**src/rtl/ebpc_pkg.sv**
```systemverilog
// Shared constants and types for the EBPC bit-plane symbol unpacker.
// Latency: none (types and constants only).
// Backpressure: not applicable.
package ebpc_pkg;

    localparam int EBPC_BLOCK_SIZE = 8;
    localparam int EBPC_ZRUN_W     = 3;
    localparam int EBPC_IDX_W      = $clog2(EBPC_BLOCK_SIZE - 1);

    function automatic int max_int(input int a, input int b);
        return (a > b) ? a : b;
    endfunction

    localparam int EBPC_MAX_LEN = max_int(EBPC_BLOCK_SIZE,
                                          max_int(3 + EBPC_ZRUN_W, 5 + EBPC_IDX_W));

    // Symbol length classes, named after their bit counts
    typedef enum logic [2:0] {
        TWO,
        FIVE,
        FIVE_PLUS_LOGN,
        THREE_PLUS_LOGM,
        N
    } sym_len_e;

    typedef enum logic [1:0] {
        ST_IDLE,
        ST_DECODE,
        ST_RUN,
        ST_DRAIN
    } unp_state_e;

endpackage

```
**src/rtl/ebpc_symb_unpacker_decode.sv**
```systemverilog
// Decodes one DBX/DBP symbol from the MSB-first head of the bit buffer.
// Latency: purely combinational.
// Backpressure: none; the caller decides when to consume.
module symb_decode_comb
    import ebpc_pkg::*;
#(
    parameter int  BLOCK_SIZE = EBPC_BLOCK_SIZE,
    parameter int  ZRUN_W     = EBPC_ZRUN_W,
    localparam int DW         = BLOCK_SIZE - 1,
    localparam int IDX_W      = $clog2(DW),
    localparam int MAX_LEN    = max_int(BLOCK_SIZE, max_int(3 + ZRUN_W, 5 + IDX_W)),
    localparam int LEN_W      = $clog2(MAX_LEN + 1),
    localparam int RUN_W      = ZRUN_W + 1
) (
    input  logic [MAX_LEN-1:0] head,
    output logic [LEN_W-1:0]   len,
    output logic [DW-1:0]      dbx,
    output logic               is_dbp,
    output logic [RUN_W-1:0]   run_len,
    output logic               is_run
);

    localparam logic [DW-1:0] TWO_ONES = {2'b11, {(DW-2){1'b0}}};
    localparam logic [DW-1:0] ONE_HOT  = {1'b1, {(DW-1){1'b0}}};

    sym_len_e         cls;
    logic [IDX_W-1:0] idx;

    assign idx = head[MAX_LEN-6 -: IDX_W];

    always_comb begin
        cls     = N;
        dbx     = '0;
        is_dbp  = 1'b0;
        is_run  = 1'b0;
        run_len = '0;
        if (head[MAX_LEN-1]) begin
            dbx = head[MAX_LEN-2 -: DW];
        end else if (head[MAX_LEN-2]) begin
            cls = TWO;
        end else if (head[MAX_LEN-3]) begin
            cls     = THREE_PLUS_LOGM;
            is_run  = 1'b1;
            run_len = {1'b0, head[MAX_LEN-4 -: ZRUN_W]} + RUN_W'(1);
        end else begin
            // Two bits after the 000 prefix select the 5-bit family
            case (head[MAX_LEN-4 -: 2])
                2'b00: begin
                    cls = FIVE;
                    dbx = '1;
                end
                2'b01: begin
                    cls    = FIVE;
                    is_dbp = 1'b1;
                end
                2'b10: begin
                    cls = FIVE_PLUS_LOGN;
                    dbx = TWO_ONES >> idx;
                end
                default: begin
                    cls = FIVE_PLUS_LOGN;
                    dbx = ONE_HOT >> idx;
                end
            endcase
        end
    end

    always_comb begin
        case (cls)
            TWO:             len = LEN_W'(2);
            FIVE:            len = LEN_W'(5);
            FIVE_PLUS_LOGN:  len = LEN_W'(5 + IDX_W);
            THREE_PLUS_LOGM: len = LEN_W'(3 + ZRUN_W);
            default:         len = LEN_W'(BLOCK_SIZE);
        endcase
    end

endmodule

```
**src/rtl/ebpc_symb_unpacker.sv**
```systemverilog
// Streaming EBPC symbol unpacker: packed beats in, one DBX word per cycle out.
// Latency: a symbol decodes the cycle after its last bit lands; output is registered.
// Backpressure: output stall freezes decode/run; input stalls when the buffer lacks a beat of room.
module ebpc_symb_unpacker
    import ebpc_pkg::*;
#(
    parameter int  BLOCK_SIZE = EBPC_BLOCK_SIZE,
    parameter int  IN_W       = 8,
    parameter int  ZRUN_W     = EBPC_ZRUN_W,
    parameter int  CNT_W      = 16,
    localparam int DW         = BLOCK_SIZE - 1,
    localparam int IDX_W      = $clog2(DW),
    localparam int MAX_LEN    = max_int(BLOCK_SIZE, max_int(3 + ZRUN_W, 5 + IDX_W)),
    localparam int BUF_W      = 2 * max_int(IN_W, MAX_LEN),
    localparam int LEN_W      = $clog2(MAX_LEN + 1),
    localparam int FILL_W     = $clog2(BUF_W + 1),
    localparam int RUN_W      = ZRUN_W + 1
) (
    input  logic             clk_i,
    input  logic             rst_i,
    input  logic             start_i,
    input  logic [CNT_W-1:0] num_words_i,
    output logic             busy_o,
    input  logic [IN_W-1:0]  in_data_i,
    input  logic             in_last_i,
    input  logic             in_valid_i,
    output logic             in_ready_o,
    output logic [DW-1:0]    out_dbx_o,
    output logic             out_is_dbp_o,
    output logic             out_last_o,
    output logic             out_valid_o,
    input  logic             out_ready_i,
    output logic             done_o,
    output logic             err_o
);

    localparam int ROOM_W = FILL_W + 1;

    unp_state_e        state;
    logic [BUF_W-1:0]  bits_q;
    logic [FILL_W-1:0] fill_q;
    logic [CNT_W-1:0]  word_cnt;
    logic [CNT_W-1:0]  num_words_q;
    logic [RUN_W-1:0]  run_cnt;
    logic              last_seen;

    logic [LEN_W-1:0]  dec_len;
    logic [DW-1:0]     dec_dbx;
    logic              dec_is_dbp;
    logic [RUN_W-1:0]  dec_run_len;
    logic              dec_is_run;

    logic              active, accept, slot_free, complete;
    logic              consume, run_emit, load, hit, underflow;
    logic [FILL_W-1:0] fill_mid, fill_nxt;
    logic [BUF_W-1:0]  bits_mid, bits_nxt;

    symb_decode_comb #(
        .BLOCK_SIZE (BLOCK_SIZE),
        .ZRUN_W     (ZRUN_W)
    ) u_decode (
        .head    (bits_q[BUF_W-1 -: MAX_LEN]),
        .len     (dec_len),
        .dbx     (dec_dbx),
        .is_dbp  (dec_is_dbp),
        .run_len (dec_run_len),
        .is_run  (dec_is_run)
    );

    assign busy_o     = (state != ST_IDLE);
    assign active     = (state == ST_DECODE) || (state == ST_RUN);
    assign in_ready_o = (state == ST_DRAIN) ||
                        (active && (ROOM_W'(fill_q) + ROOM_W'(IN_W) <= ROOM_W'(BUF_W)));
    assign accept     = in_valid_i && in_ready_o;
    assign slot_free  = !out_valid_o || out_ready_i;
    assign complete   = FILL_W'(dec_len) <= fill_q;
    assign consume    = (state == ST_DECODE) && complete && slot_free;
    assign run_emit   = (state == ST_RUN) && slot_free;
    assign load       = consume || run_emit;
    assign hit        = (word_cnt + CNT_W'(1)) == num_words_q;
    assign underflow  = (state == ST_DECODE) && last_seen && !complete;

    // Bits below fill are kept zero, so a new beat can simply be OR-ed in
    assign fill_mid = consume ? fill_q - FILL_W'(dec_len) : fill_q;
    assign bits_mid = consume ? bits_q << dec_len : bits_q;
    assign bits_nxt = accept ? bits_mid | ({in_data_i, {(BUF_W-IN_W){1'b0}}} >> fill_mid)
                             : bits_mid;
    assign fill_nxt = accept ? fill_mid + FILL_W'(IN_W) : fill_mid;

    always_ff @(posedge clk_i or posedge rst_i) begin
        if (rst_i) begin
            state        <= ST_IDLE;
            bits_q       <= '0;
            fill_q       <= '0;
            word_cnt     <= '0;
            num_words_q  <= '0;
            run_cnt      <= '0;
            last_seen    <= 1'b0;
            out_dbx_o    <= '0;
            out_is_dbp_o <= 1'b0;
            out_last_o   <= 1'b0;
            out_valid_o  <= 1'b0;
            done_o       <= 1'b0;
            err_o        <= 1'b0;
        end else begin
            done_o <= 1'b0;
            err_o  <= 1'b0;

            if (load) begin
                out_valid_o  <= 1'b1;
                out_dbx_o    <= consume ? dec_dbx : '0;
                out_is_dbp_o <= consume && dec_is_dbp;
                out_last_o   <= hit;
                word_cnt     <= word_cnt + CNT_W'(1);
            end else if (out_ready_i) begin
                out_valid_o <= 1'b0;
            end

            if (active) begin
                bits_q <= bits_nxt;
                fill_q <= fill_nxt;
            end
            if (accept && in_last_i) begin
                last_seen <= 1'b1;
            end

            case (state)
                ST_IDLE: begin
                    if (start_i) begin
                        num_words_q <= num_words_i;
                        word_cnt    <= '0;
                        run_cnt     <= '0;
                        last_seen   <= 1'b0;
                        bits_q      <= '0;
                        fill_q      <= '0;
                        state       <= (num_words_i == '0) ? ST_DRAIN : ST_DECODE;
                    end
                end
                ST_DECODE: begin
                    if (consume) begin
                        if (hit) begin
                            state  <= ST_DRAIN;
                            bits_q <= '0;
                            fill_q <= '0;
                            err_o  <= dec_is_run && (dec_run_len > RUN_W'(1));
                        end else if (dec_is_run && (dec_run_len > RUN_W'(1))) begin
                            state   <= ST_RUN;
                            run_cnt <= dec_run_len - RUN_W'(1);
                        end
                    end else if (underflow) begin
                        state  <= ST_IDLE;
                        err_o  <= 1'b1;
                        done_o <= 1'b1;
                    end
                end
                ST_RUN: begin
                    if (run_emit) begin
                        run_cnt <= run_cnt - RUN_W'(1);
                        if (hit) begin
                            state  <= ST_DRAIN;
                            bits_q <= '0;
                            fill_q <= '0;
                            err_o  <= run_cnt > RUN_W'(1);
                        end else if (run_cnt == RUN_W'(1)) begin
                            state <= ST_DECODE;
                        end
                    end
                end
                default: begin
                    if (last_seen || (accept && in_last_i)) begin
                        state  <= ST_IDLE;
                        done_o <= 1'b1;
                    end
                end
            endcase
        end
    end

endmodule
```
**config.mk**
```make
export PLATFORM = sky130hd
export DESIGN_NAME = ebpc_symb_unpacker
export DESIGN_NICKNAME = d
export VERILOG_FILES = /design/src/rtl/ebpc_pkg.sv /design/src/rtl/ebpc_symb_unpacker_decode.sv /design/src/rtl/ebpc_symb_unpacker.sv
export SDC_FILE = /design/constraint.sdc
export NUM_CORES = 1
export LEC_CHECK = 0
export ABC_AREA = 1
export BUFFER_PORTS_ARGS = -buffer_cell sky130_fd_sc_hd__buf_2
export CAP_MARGIN = 20
export CORE_ASPECT_RATIO = 0.5
export CORE_MARGIN = 5
export CORE_UTILIZATION = 61
export DETAILED_ROUTE_END_ITERATION = 8
export GPL_ROUTABILITY_DRIVEN = 1
export PLACE_DENSITY = 0.92
export SLEW_MARGIN = 20
export SYNTH_ARGS = -nofsm -noshare
export SYNTH_HDL_FRONTEND = slang
export SYNTH_SLANG_ARGS = --single-unit
```
**constraint.sdc**
```tcl
create_clock -name clk_i -period 4.5 [get_ports clk_i]
set_clock_uncertainty 0.1 [all_clocks]
set_input_delay 0.225 -clock clk_i [delete_from_list [all_inputs] [get_ports clk_i]]
set_output_delay 0.225 -clock clk_i [all_outputs]
set_load 0.01 [all_outputs]
```
==> impl_metrics.env <==
export IMPL_syn_to_final_growth_pct=10.1
export IMPL_port_buffers=43
export IMPL_cts_setup_buffers=0
export IMPL_die_extent_in_x_um=146
export IMPL_total_power_after_layout_w=0.00545
export IMPL_critical_path_n_buffers_inverters=4
export IMPL_post_synth_top_area_fraction_pct=31.8
export IMPL_grt_antenna_before_repair=0
export IMPL_cap_viol_max_count=0
export IMPL_power_share_switching_pct=54.6
export IMPL_cts_tree="built"
export IMPL_clkPwrFrac_pct=12.2
export IMPL_grt_first_pass_wirelength_um=27200
export IMPL_die_area_um2=11400
export IMPL_critPathLaunchType="flip-flop"
export IMPL_met3_wirelength_um=1260
export IMPL_wl_met2_um=7290
export IMPL_clock_root_buffer="clkbuf_16"
export IMPL_top_level_ports=44
export IMPL_finalHoldViolations=47
export IMPL_floorplan_core_area_um2=8890
export IMPL_synthesis_area_um2=5660
export IMPL_cts_inserted_buffers=9
export IMPL_slowest_delay_ns=0.63
export IMPL_path_common_cell="nor2_1"
export IMPL_ys_async_sr_fraction_pct=100
export IMPL_sequential_cell_area_um2=1800
export IMPL_via_count_of_the_first_global_routing_pass=5568
export IMPL_path_cells="nor2_1 > nor2_1 > inv_1 > ha_1 > inv_1 > o21ai_1 > nand3_1 > nand2_1 > nand2_2 > buf_4 > nor2_2 > inv_1 > nor3_1 > nor2_1 > nor2_1 > o21ai_1 > nand2_1 > nor2_1"
export IMPL_clock_slew_at_reported_path_ffs_ns=0.06
export IMPL_antennaDiodeCount=0
export IMPL_global_route_overflow_total=0
export IMPL_synth_area_leader_cell="dfrtp_1"
export IMPL_ys_warn_count=0
export IMPL_placement_cell_area_um2=5950
export IMPL_filler_cell_count=789
export IMPL_drt_antenna_violating_nets=0
export IMPL_hpwl_um=11900
export IMPL_critPathRequiredTime_ns=4.63
export IMPL_outcome="complete, but fails checks"
export IMPL_clock_latency_ns=0.34
export IMPL_multi_input_area_um2=3330
export IMPL_wirelength_met1_um=7100
export IMPL_power_density_nw_per_um2=874
export IMPL_worst_ep_arrival_time_ns=4.12
export IMPL_crit_slowest_cell="nor2_1"
export IMPL_top_layer_used="met4"
export IMPL_grt_util_all_layers_pct=28.3
export IMPL_fp_row_count=24
export IMPL_final_max_slew_viol_count=0
export IMPL_holdCritPathClass="input pin to async pin"
export IMPL_drive_gt1_share_pct=10.5
export IMPL_cp_max_fo=21
export IMPL_cp_top_family="simple AND/OR/NAND/NOR gates"
export IMPL_p_leak_nw=3.21
export IMPL_hold_ws_ns=-0.0722
export IMPL_worstMarginPinSlew_ns=1.02
export IMPL_grt_setup_unrepaired="false"
export IMPL_dr_pass1_iters=5
export IMPL_vdd_drop_max_uv=452
export IMPL_die_h_um=78.1
export IMPL_avgSynthCellArea_um2=6.34
export IMPL_htreeDepth=3
export IMPL_synth_area_top_cells="dfrtp_1 (32%), nand2_1 (18%), o21ai_0 (8.0%)"
export IMPL_cts_repair_resize_count=0
export IMPL_yosysSeqAreaShare_pct=31.8
export IMPL_holdBufCountCts=1
export IMPL_number_of_enable_flip_flop_cells_after_synthesis=0
export IMPL_failed_checks="hold timing"
export IMPL_reg2reg_depth=18
export IMPL_synth_ff_latch_count=72
export IMPL_iteration_0_drc_markers=540
export IMPL_timing_final_setup_violations=0
export IMPL_starting_density_of_the_core_pct=63.7
export IMPL_worst_setup_path_type="flip-flop to flip-flop"
export IMPL_dominantRegCellSynth="dfrtp_1"
export IMPL_design_area_um2=6240
export IMPL_finalWeightedCongestion=0.973
export IMPL_drt_wirelength_per_cell_um=15.3
export IMPL_design_final_nets=973
export IMPL_combPwrFrac_pct=66.0
export IMPL_drc_errors=0
export IMPL_p_int_w=0.00247
export IMPL_pin_count_of_the_biggest_net_entering_global_routing=49
export IMPL_syn_instance_count=894
export IMPL_timing_max_slew_rel_slack_pct=31.5
export IMPL_synthesis_nets=940
export IMPL_net_switching_power_w=0.00298
export IMPL_fin_crit_sh_pct=88.7
export IMPL_worst_setup_path_end_kind="flip-flop"
export IMPL_power_share_sequential_pct=21.8
export IMPL_wl_um=16000
export IMPL_final_period_minus_worst_setup_slack_ns=3.99
export IMPL_clock_path_buffers=2
export IMPL_ys_types=43
export IMPL_totalNegativeSetupSlack_ns=0
export IMPL_max_freq_mhz=251
export IMPL_via_per_inst=5.84
export IMPL_num_vias=6126
export IMPL_clock_sink_count=72
export IMPL_critical_path_depth=18
cell type report:
| cell class | instances | area share [%] |
|---|---|---|
| inverter | 104 | 6.28 |
| tap | 117 | 2.35 |
| timing repair buffer | 54 | 4.81 |
| clock inverter | 6 | 0.702 |
| clock buffer | 10 | 3.67 |
| multi-input combinational | 686 | 53.3 |
| sequential | 72 | 28.9 |
sequential cells by signal, indices dropped and copies added (netlist names), 2 cells and up:
name and cells:
run_cnt 4, bits_q 16, word_cnt 16, num_words_q 16, out_dbx_o 7, fill_q 5, state 2
Yosys cell counts, types with 6 or more instances:
cell type	number
a21oi_1	46
buf_2	8
clkbuf_1	21
dfrtp_1	72
ha_1	15
inv_1	100
nand2_1	278
nand3_1	73
nand4_1	13
nor2_1	91
nor3_1	6
o211ai_1	12
o21ai_0	90
metrics by stage:
| stage | worst slack (ns) | util (%) | cells |
|---|---|---|---|
| after CTS | 0.591 | 70.2 | 1049 |
| after global placement | 0.549 | 67.0 | 1032 |
| after floorplan | 1.32 | - | 894 |
| final | 0.509 | 70.2 | 1049 |
| after global routing | 0.212 | 70.2 | 1049 |
| after detailed placement | 0.616 | 67.0 | 1032 |
worst register-to-register path: stages (launching register included):
cell and delay, ns:
dfrtp_1 0.50, nor2_1 0.13, nor2_1 0.63, inv_1 0.21, ha_1 0.35, inv_1 0.04, o21ai_1 0.15, nand3_1 0.12
nand2_1 0.13, nand2_2 0.07, buf_4 0.23, nor2_2 0.35, inv_1 0.22, nor3_1 0.23, nor2_1 0.08, nor2_1 0.11
o21ai_1 0.11, nand2_1 0.09, nor2_1 0.05
layer usage:
metal,vias to the layer above,global-route usage (%)
met2,304,45.8
met5,-,0
li1,2969,-
met3,38,5.70
met1,2815,39.2
met4,0,7.79
cells in the final DEF, fill, tap and decap left out, drive strengths merged, types with 4 or more instances in the layout:
| cell | n |
|---|---|
| a21oi | 46 |
| nand3 | 76 |
| o21ai | 95 |
| xor2 | 4 |
| clkbuf | 10 |
| nor2 | 100 |
| nand4 | 13 |
| o211ai | 12 |
| ha | 15 |
| or2 | 6 |
| buf | 53 |
| inv | 104 |
| o22ai | 5 |
| nand2 | 283 |
| dfrtp | 72 |
| nor3 | 6 |
| clkinv | 5 |
final timing paths:
| check | from | to | slack, ns |
|---|---|---|---|
| worst min-delay path | rst_i | out_dbx_o[1]$_DFFE_PP0N_ | -0.07 |
| min in group clk_i | num_words_i[4] | num_words_q[4]$_DFFE_PP0P_ | 0.02 |
| worst max register to register | bits_q[13]$_DFF_PP0_ | bits_q[12]$_DFF_PP0_ | 0.51 |
| worst min register to register | out_dbx_o[0]$_DFFE_PP0N_ | out_dbx_o[0]$_DFFE_PP0N_ | 0.39 |
| worst max-delay path | bits_q[13]$_DFF_PP0_ | bits_q[12]$_DFF_PP0_ | 0.51 |
| max in group asynchronous | rst_i | done_o$_DFF_PP0_ | 3.51 |
kinds of logic (layout without fill, tap and decap cells):
| family | count (synthesis) | count (layout) | share of synthesized area [%] |
|---|---|---|---|
| AO/OA/AOI/OAI | 175 | 175 | 17.1 |
| XOR/XNOR | 8 | 8 | 1.48 |
| flip-flops | 72 | 72 | 31.8 |
| AND/OR/NAND/NOR | 487 | 487 | 36.5 |
| adder cells (fa/ha/maj) | 16 | 16 | 3.67 |
| buffers and inverters | 136 | 174 | 9.52 |
power by group through the flow:
stage / Sequential [W] / Clock [W] / Combinational [W]
2_1_floorplan: 0.00110 / 0 / 0.00273
3_3_place_gp: 0.00118 / 0 / 0.00345
3_5_place_dp: 0.00118 / 0 / 0.00349
4_1_cts: 0.00118 / 0.000666 / 0.00353
5_1_grt: 0.00122 / 0.000708 / 0.00404
6_report: 0.00119 / 0.000663 / 0.00360
Power figures use the tool's default switching activity.
